===== src/rtl/c432_irq_pkg.sv =====
// ----------------------------------------------------------------------------
// c432_irq_pkg
// Shared constants and types for the 27-channel C432 interrupt controller.
//   NCH      : request lines per bus
//   CHW      : width of a channel index (holds NCH-1)
//   NBUS     : number of request buses (A, B, C)
//   bus_e    : bus identifier, A has the highest priority
//   state_e  : controller FSM state
//   bus_onehot() : bus identifier to {C,B,A} one-hot flag vector
// ----------------------------------------------------------------------------
package c432_irq_pkg;

  localparam int NCH  = 9;
  localparam int CHW  = 4;
  localparam int NBUS = 3;

  typedef enum logic [1:0] {
    BUS_A = 2'd0,
    BUS_B = 2'd1,
    BUS_C = 2'd2
  } bus_e;

  typedef enum logic [1:0] {
    IDLE = 2'd0,
    REQ  = 2'd1,
    SERV = 2'd2
  } state_e;

  // Map a bus identifier onto the {irq_pc, irq_pb, irq_pa} flag vector.
  function automatic logic [2:0] bus_onehot(input bus_e bus);
    logic [2:0] oh;
    case (bus)
      BUS_A:   oh = 3'b001;
      BUS_B:   oh = 3'b010;
      BUS_C:   oh = 3'b100;
      default: oh = 3'b000;
    endcase
    return oh;
  endfunction

endpackage : c432_irq_pkg


===== src/rtl/c432_prio_enc.sv =====
// ----------------------------------------------------------------------------
// c432_prio_enc
// Combinational lowest-index priority encoder (bit 0 has highest priority).
//   req   in  N   request vector
//   valid out 1   at least one request bit is set
//   idx   out IW  index of the lowest set bit, 0 when none is set
// ----------------------------------------------------------------------------
module c432_prio_enc #(
  parameter int N  = 9,
  parameter int IW = 4
) (
  input  logic [N-1:0]  req,
  output logic          valid,
  output logic [IW-1:0] idx
);

  // Scan from the top down so the lowest set bit is the last one written.
  always_comb begin
    valid = |req;
    idx   = {IW{1'b0}};
    for (int i = N - 1; i >= 0; i--) begin
      idx = req[i] ? IW'(i) : idx;
    end
  end

endmodule : c432_prio_enc


===== src/rtl/c432_irq_ctrl.sv =====
// ----------------------------------------------------------------------------
// c432_irq_ctrl
// Sequential 27-channel interrupt controller. Requests from three 9-line
// buses are latched into a pending register, gated by a shared per-position
// enable, arbitrated (bus A > B > C, channel 0 first within a bus) and
// presented to the CPU on an irq/ack handshake. The acknowledged channel is
// held in service until end-of-interrupt; there is no nesting.
//   clk         in   clock, rising edge
//   rst_n       in   asynchronous active-low reset
//   req_a/b/c   in   NCH request lines per bus
//   en          in   NCH per-position enable shared by all buses
//   ack         in   CPU acknowledge (honoured only while requesting)
//   eoi         in   CPU end-of-interrupt (honoured only while in service)
//   irq         out  interrupt request to the CPU
//   irq_pa/pb/pc out one-hot bus of the presented / served winner
//   irq_chan    out  channel index of the presented / served winner
//   in_service  out  an acknowledged interrupt awaits eoi
//   busy        out  controller is not idle
//   pending     out  pending register {C,B,A}, bit = bus*NCH + chan
// EDGE = 1 latches rising edges (cleared on ack); EDGE = 0 follows the
// request level every cycle.
// ----------------------------------------------------------------------------
module c432_irq_ctrl
  import c432_irq_pkg::*;
#(
  parameter bit EDGE = 1'b1
) (
  input  logic              clk,
  input  logic              rst_n,
  input  logic [NCH-1:0]    req_a,
  input  logic [NCH-1:0]    req_b,
  input  logic [NCH-1:0]    req_c,
  input  logic [NCH-1:0]    en,
  input  logic              ack,
  input  logic              eoi,
  output logic              irq,
  output logic              irq_pa,
  output logic              irq_pb,
  output logic              irq_pc,
  output logic [CHW-1:0]    irq_chan,
  output logic              in_service,
  output logic              busy,
  output logic [3*NCH-1:0]  pending
);

  // Request, pending and eligibility vectors, indexed [bus][chan].
  logic [NBUS-1:0][NCH-1:0] req_all_s;
  logic [NBUS-1:0][NCH-1:0] req_prev_q;
  logic [NBUS-1:0][NCH-1:0] pend_q;
  logic [NBUS-1:0][NCH-1:0] pend_d;
  logic [NBUS-1:0][NCH-1:0] pend_clr_s;
  logic [NBUS-1:0][NCH-1:0] elig_s;

  // Per-bus encoder results and the resolved overall winner.
  logic [NBUS-1:0]          valid_s;
  logic [NBUS-1:0][CHW-1:0] idx_s;
  logic                     any_elig_s;
  bus_e                     sel_bus_s;
  logic [CHW-1:0]           sel_chan_s;
  logic                     win_elig_s;

  // FSM and captured winner.
  state_e                   state_q;
  state_e                   state_d;
  bus_e                     win_bus_q;
  bus_e                     win_bus_d;
  logic [CHW-1:0]           win_chan_q;
  logic [CHW-1:0]           win_chan_d;

  // Output registers.
  logic                     irq_q;
  logic                     irq_d;
  logic [2:0]               irq_p_q;
  logic [2:0]               irq_p_d;
  logic [CHW-1:0]           irq_chan_q;
  logic [CHW-1:0]           irq_chan_d;
  logic                     in_service_q;
  logic                     in_service_d;
  logic                     busy_q;
  logic                     busy_d;

  assign req_all_s = {req_c, req_b, req_a};
  assign elig_s    = pend_q & {en, en, en};

  c432_prio_enc #(.N(NCH), .IW(CHW)) u_enc_a (
    .req   (elig_s[0]),
    .valid (valid_s[0]),
    .idx   (idx_s[0])
  );

  c432_prio_enc #(.N(NCH), .IW(CHW)) u_enc_b (
    .req   (elig_s[1]),
    .valid (valid_s[1]),
    .idx   (idx_s[1])
  );

  c432_prio_enc #(.N(NCH), .IW(CHW)) u_enc_c (
    .req   (elig_s[2]),
    .valid (valid_s[2]),
    .idx   (idx_s[2])
  );

  assign any_elig_s = |valid_s;
  // Eligibility of the captured winner, used to detect a withdrawn request.
  assign win_elig_s = elig_s[win_bus_q][win_chan_q];

  // Bus-level priority: A before B before C.
  always_comb begin
    sel_bus_s  = BUS_A;
    sel_chan_s = {CHW{1'b0}};
    if (valid_s[0]) begin
      sel_bus_s  = BUS_A;
      sel_chan_s = idx_s[0];
    end else if (valid_s[1]) begin
      sel_bus_s  = BUS_B;
      sel_chan_s = idx_s[1];
    end else if (valid_s[2]) begin
      sel_bus_s  = BUS_C;
      sel_chan_s = idx_s[2];
    end else begin
      sel_bus_s  = BUS_A;
      sel_chan_s = {CHW{1'b0}};
    end
  end

  // FSM next state, winner capture and pending-clear on acknowledge.
  always_comb begin
    state_d    = state_q;
    win_bus_d  = win_bus_q;
    win_chan_d = win_chan_q;
    pend_clr_s = '0;
    case (state_q)
      IDLE: begin
        if (any_elig_s) begin
          state_d    = REQ;
          win_bus_d  = sel_bus_s;
          win_chan_d = sel_chan_s;
        end else begin
          state_d    = IDLE;
        end
      end
      REQ: begin
        // ack wins over a simultaneous withdraw; eoi is meaningless here.
        if (ack) begin
          state_d = SERV;
          if (EDGE) begin
            pend_clr_s[win_bus_q][win_chan_q] = 1'b1;
          end else begin
            pend_clr_s = '0;
          end
        end else if (!win_elig_s) begin
          state_d    = IDLE;
          win_bus_d  = BUS_A;
          win_chan_d = {CHW{1'b0}};
        end else begin
          state_d    = REQ;
        end
      end
      SERV: begin
        if (eoi) begin
          state_d    = IDLE;
          win_bus_d  = BUS_A;
          win_chan_d = {CHW{1'b0}};
        end else begin
          state_d    = SERV;
        end
      end
      default: begin
        state_d    = IDLE;
        win_bus_d  = BUS_A;
        win_chan_d = {CHW{1'b0}};
      end
    endcase
  end

  // Pending next value; in edge mode a same-cycle set overrides the ack clear.
  always_comb begin
    if (EDGE) begin
      pend_d = (pend_q & ~pend_clr_s) | (req_all_s & ~req_prev_q);
    end else begin
      pend_d = req_all_s;
    end
  end

  // Output next values are decoded from the next state so they leave a flop.
  always_comb begin
    irq_d        = (state_d == REQ);
    in_service_d = (state_d == SERV);
    busy_d       = (state_d != IDLE);
    if (state_d != IDLE) begin
      irq_p_d    = bus_onehot(win_bus_d);
      irq_chan_d = win_chan_d;
    end else begin
      irq_p_d    = 3'b000;
      irq_chan_d = {CHW{1'b0}};
    end
  end

  // State and captured winner registers.
  always_ff @(posedge clk or negedge rst_n) begin
    if (!rst_n) begin
      state_q    <= IDLE;
      win_bus_q  <= BUS_A;
      win_chan_q <= {CHW{1'b0}};
    end else begin
      state_q    <= state_d;
      win_bus_q  <= win_bus_d;
      win_chan_q <= win_chan_d;
    end
  end

  // Request history and pending registers; zero history makes a request
  // already high at reset release count as an edge.
  always_ff @(posedge clk or negedge rst_n) begin
    if (!rst_n) begin
      req_prev_q <= '0;
      pend_q     <= '0;
    end else begin
      req_prev_q <= req_all_s;
      pend_q     <= pend_d;
    end
  end

  // Registered CPU-facing outputs.
  always_ff @(posedge clk or negedge rst_n) begin
    if (!rst_n) begin
      irq_q        <= 1'b0;
      irq_p_q      <= 3'b000;
      irq_chan_q   <= {CHW{1'b0}};
      in_service_q <= 1'b0;
      busy_q       <= 1'b0;
    end else begin
      irq_q        <= irq_d;
      irq_p_q      <= irq_p_d;
      irq_chan_q   <= irq_chan_d;
      in_service_q <= in_service_d;
      busy_q       <= busy_d;
    end
  end

  assign irq        = irq_q;
  assign irq_pa     = irq_p_q[0];
  assign irq_pb     = irq_p_q[1];
  assign irq_pc     = irq_p_q[2];
  assign irq_chan   = irq_chan_q;
  assign in_service = in_service_q;
  assign busy       = busy_q;
  assign pending    = pend_q;

endmodule : c432_irq_ctrl


===== config.mk =====
export PLATFORM = sky130hd
export DESIGN_NAME = c432_irq_ctrl
export DESIGN_NICKNAME = d
export VERILOG_FILES = /design/src/rtl/c432_irq_pkg.sv /design/src/rtl/c432_prio_enc.sv /design/src/rtl/c432_irq_ctrl.sv
export SDC_FILE = /design/constraint.sdc
export NUM_CORES = 1
export LEC_CHECK = 0
export BUFFER_PORTS_ARGS = -buffer_cell sky130_fd_sc_hd__buf_2
export CAP_MARGIN = 20
export CORE_MARGIN = 2
export CORE_UTILIZATION = 46
export DETAILED_ROUTE_END_ITERATION = 10
export GPL_ROUTABILITY_DRIVEN = 0
export GPL_TIMING_DRIVEN = 0
export PLACE_DENSITY = 0.75
export SLEW_MARGIN = 20
export SYNTH_ARGS = -nofsm -noshare
export SYNTH_HDL_FRONTEND = slang
export SYNTH_HIERARCHICAL = 1
export SYNTH_SLANG_ARGS = --single-unit
export TNS_END_PERCENT = 10

===== constraint.sdc =====
create_clock -name clk -period 3.1 [get_ports clk]
set_clock_uncertainty 0.15 [all_clocks]
set_input_delay 0.31 -clock clk [delete_from_list [all_inputs] [get_ports clk]]
set_output_delay 0.31 -clock clk [all_outputs]
set_load 0.05 [all_outputs]

==> impl_metrics.yaml <==
run_status:
  status: "finished clean"
sta:
  fmax_mhz: 349.6
  rsz0062_at_grt: "no"
  setup_viol: 0
  fin_setup_tns_ns: 0
  fin_crit_sh: 0.9226
  max_slew.worst_pin.slew_ns: 0.5882
  max-slew-margin-rel: 0.6029
  fin_crit_ns: 2.860
  hold_viol_final: 0
  slew_violations: 0
global_routing:
  grtUsageMet2: 0.3654
  grt_max_degree: 43
  use_met1: 0.2759
  grt_antenna_before_repair: 0
  grt_pass1_vias: 3082
  grt_overflow: 0
  grt_util_met3: 0.04398
  grtUsageTotal: 0.2224
  busiest_layer: "met2"
  grt_pass1_wl_mm: 14.59
clocking:
  root_buffer: "clkbuf_8"
  clock-sinks: 72
  clkTransAtPathRegs_ns: 0.07
  cts_buffer_depth: 2
  cts_tree: "done"
  h-tree-depth: 3
  numCtsBuffers: 9
  post_cts_buffers: 0
  clk_latency_ns: 0.36
pwr:
  power-per-cell-area_nw_per_um2: 604.3
  ir_drop_v: 0.0003221
  leakage_nw: 1.932
worst_hold_path:
  hp-class: "in -> reg"
synthesis:
  synth-edff-count: 0
  yosysWarnings: 6
  yosys.cell_types.count: 50
  yosysTopAreaCellShare: 0.5174
  async_reset_ff_frac: 1.000
  syn_area_um2: 3482
  syn_area_per_cell_um2: 9.949
  synth-seq-area-share: 0.5174
  ys_top_cells_by_area: "dfrtp_1, o21ai_0, and2_1"
  synth_area_leader_cell: "dfrtp_1"
  ys_ff_latch: 72
  synth_cells: 350
  synth_nets: 390
  synth_top_flop_cell: "dfrtp_1"
worst_setup_path:
  critPathMaxStageDelay_ns: 0.42
  worst-setup-path-type: "reg -> reg"
  cp-start-kind: "flip-flop"
  path_cells: "and2_1 -> nor4_2 -> nand3b_1 -> clkbuf_1 -> nor2b_1 -> a21oi_1 -> o22ai_1 -> inv_1 -> o31ai_2 -> nor3b_1"
  path_max_fanout: 10
  slowest_stage: "dfrtp_1"
  endpoint_kind: "flip-flop"
  crit_required_ns: 3.21
  critical_path_arrival_ns: 2.97
routing:
  first_pass_iters: 5
  wire_per_inst_um: 15.37
  drc: 0
  vias_per_cell: 5.418
  drt_wl_total_mm: 8.759
  postRouteAntennaNets: 0
  drtIter0Drc: 223
  vias: 3088
die:
  start_util: 0.4775
  dieWidth_um: 91.01
  io_pins: 77
  core_area_um2: 7292
  dieHeight_um: 91.01
  num_rows: 31
  fp.dieArea_um2: 8282
final_layout:
  area_growth_syn_to_layout_pct: 29.72
  final_nets: 506
  fillers: 643
  diodes: 0
  drive_above_1_share: 0.2335
  finish.instance_area_um2: 4517
placement:
  portBuffers: 76
  dp_hpwl_mm: 6.216
  placed_cell_area_um2: 4009
job:
  maxCapViolations: 0
[cells in the mapped netlist, types with 2 or more instances]
master	n
inv_1	36
and3_1	3
a32oi_1	2
mux2_2	3
nor4_2	6
o41ai_1	3
o21a_1	2
nor3_1	5
nand2b_1	7
o21ai_0	66
o2bb2ai_1	2
mux2i_1	8
a31oi_1	4
a21oi_1	8
and2_1	27
nand3_1	4
a311oi_1	4
dfrtp_1	72
and3b_1	2
mux2_1	2
nor2_1	13
nor3b_1	4
a22oi_1	3
clkbuf_1	5
nand2_1	16
or3_1	2
a211oi_1	3
o21bai_1	3
nand3b_1	7
nor2b_1	8
[area by class of cell]
type	instances	area [µm²]	share of cell area
timing repair buffer	105	683.2	0.1512
clock buffer	9	123.9	0.02742
buffer	9	57.56	0.01274
clock inverter	7	95.09	0.02105
sequential	72	1802	0.3989
tap	99	123.9	0.02742
inverter	36	135.1	0.02992
multi-input combinational	233	1496	0.3313
[placed cells by master (no fill, tap or decap), types with 5 or more instances in the layout]
cell / n
nor3_1: 5
o21ai_0: 66
dlygate4sd3_1: 28
clkbuf_8: 9
and2_1: 27
nand3b_1: 7
dfrtp_1: 72
inv_1: 36
mux2i_1: 8
a21oi_1: 8
nand2b_1: 7
nor4_2: 5
nor2b_1: 8
nand2_1: 16
clkbuf_1: 5
buf_2: 76
nor2_1: 13
[state kept, by name, summed over array words and instances, names as in the netlist]
register	cells
busy	1
pending	27
win_bus_q	2
state_q	2
irq_chan	4
in_service	1
req_prev_q	27
win_chan_q	4
irq	1
irq_p_q	3
[worst max-delay path: cells and delay by family (launching register included)]
kind                   cells  cell delay, ns
AND/OR/NAND/NOR            5            1.19
AO/OA/AOI/OAI              3            0.64
flip-flops                 1            0.42
buffers and inverters      2            0.37
[logic make-up after synthesis]
family / after synthesis / synth area share
AND/OR/NAND/NOR: 109 / 0.1926
flip-flops: 72 / 0.5174
AO/OA/AOI/OAI: 111 / 0.1955
multiplexers: 13 / 0.03917
buffers and inverters: 45 / 0.05533
[power by group]
part / switching [W] / internal (W)
clock network: 0.000357 / 0.000454
registers: 0.0000686 / 0.00103
logic: 0.000547 / 0.000273
total: 0.000972 / 0.00176
[stage by stage]
stage | worst slack (ns) | instances | hold WS [ns] | total power, W | utilization
finish | 0.2399 | 570 | 0.05071 | 0.002729 | 0.6194
global route | 0.04393 | 570 | 0.07095 | 0.002878 | 0.6194
CTS | 0.2555 | 570 | 0.04653 | 0.002736 | 0.6182
detailed placement | 0.3150 | 526 | 0.1191 | 0.001899 | 0.5498
global placement | 0.3746 | 525 | 0.2524 | 0.001879 | 0.5467
floorplan | 0.4303 | 350 | -0.1356 | 0.001673 | -
[path summary, 6_finish.rpt]
path                               start              to  slack [ns]  cells past startpoint
min in group asynchronous          rst_n      irq_p_q[1]        0.28                      2
hold reg to reg            req_prev_q[6]      pending[6]        0.27                      1
hold / removal                       ack      state_q[0]        0.05                      2
max in group asynchronous          rst_n  req_prev_q[22]        1.99                      3
setup / recovery             pending[13]      irq_p_q[2]        0.24                     10
setup reg to reg             pending[13]      irq_p_q[2]        0.24                     10
[timing repair]
item | CTS | global route
endpoints found under the hold margin | 57 | 0
hold buffers | 28 | 0
resized for setup | 0 | 1
setup endpoints to repair | 0 | 1
[per-layer routing]
metal | vias up | share of wire
met5 | - | 0
met4 | 0 | 0.023
met3 | 22 | 0.058
met2 | 127 | 0.50
met1 | 1472 | 0.42
li1 | 1467 | -
Note: power is estimated with default switching activity, not from simulation.
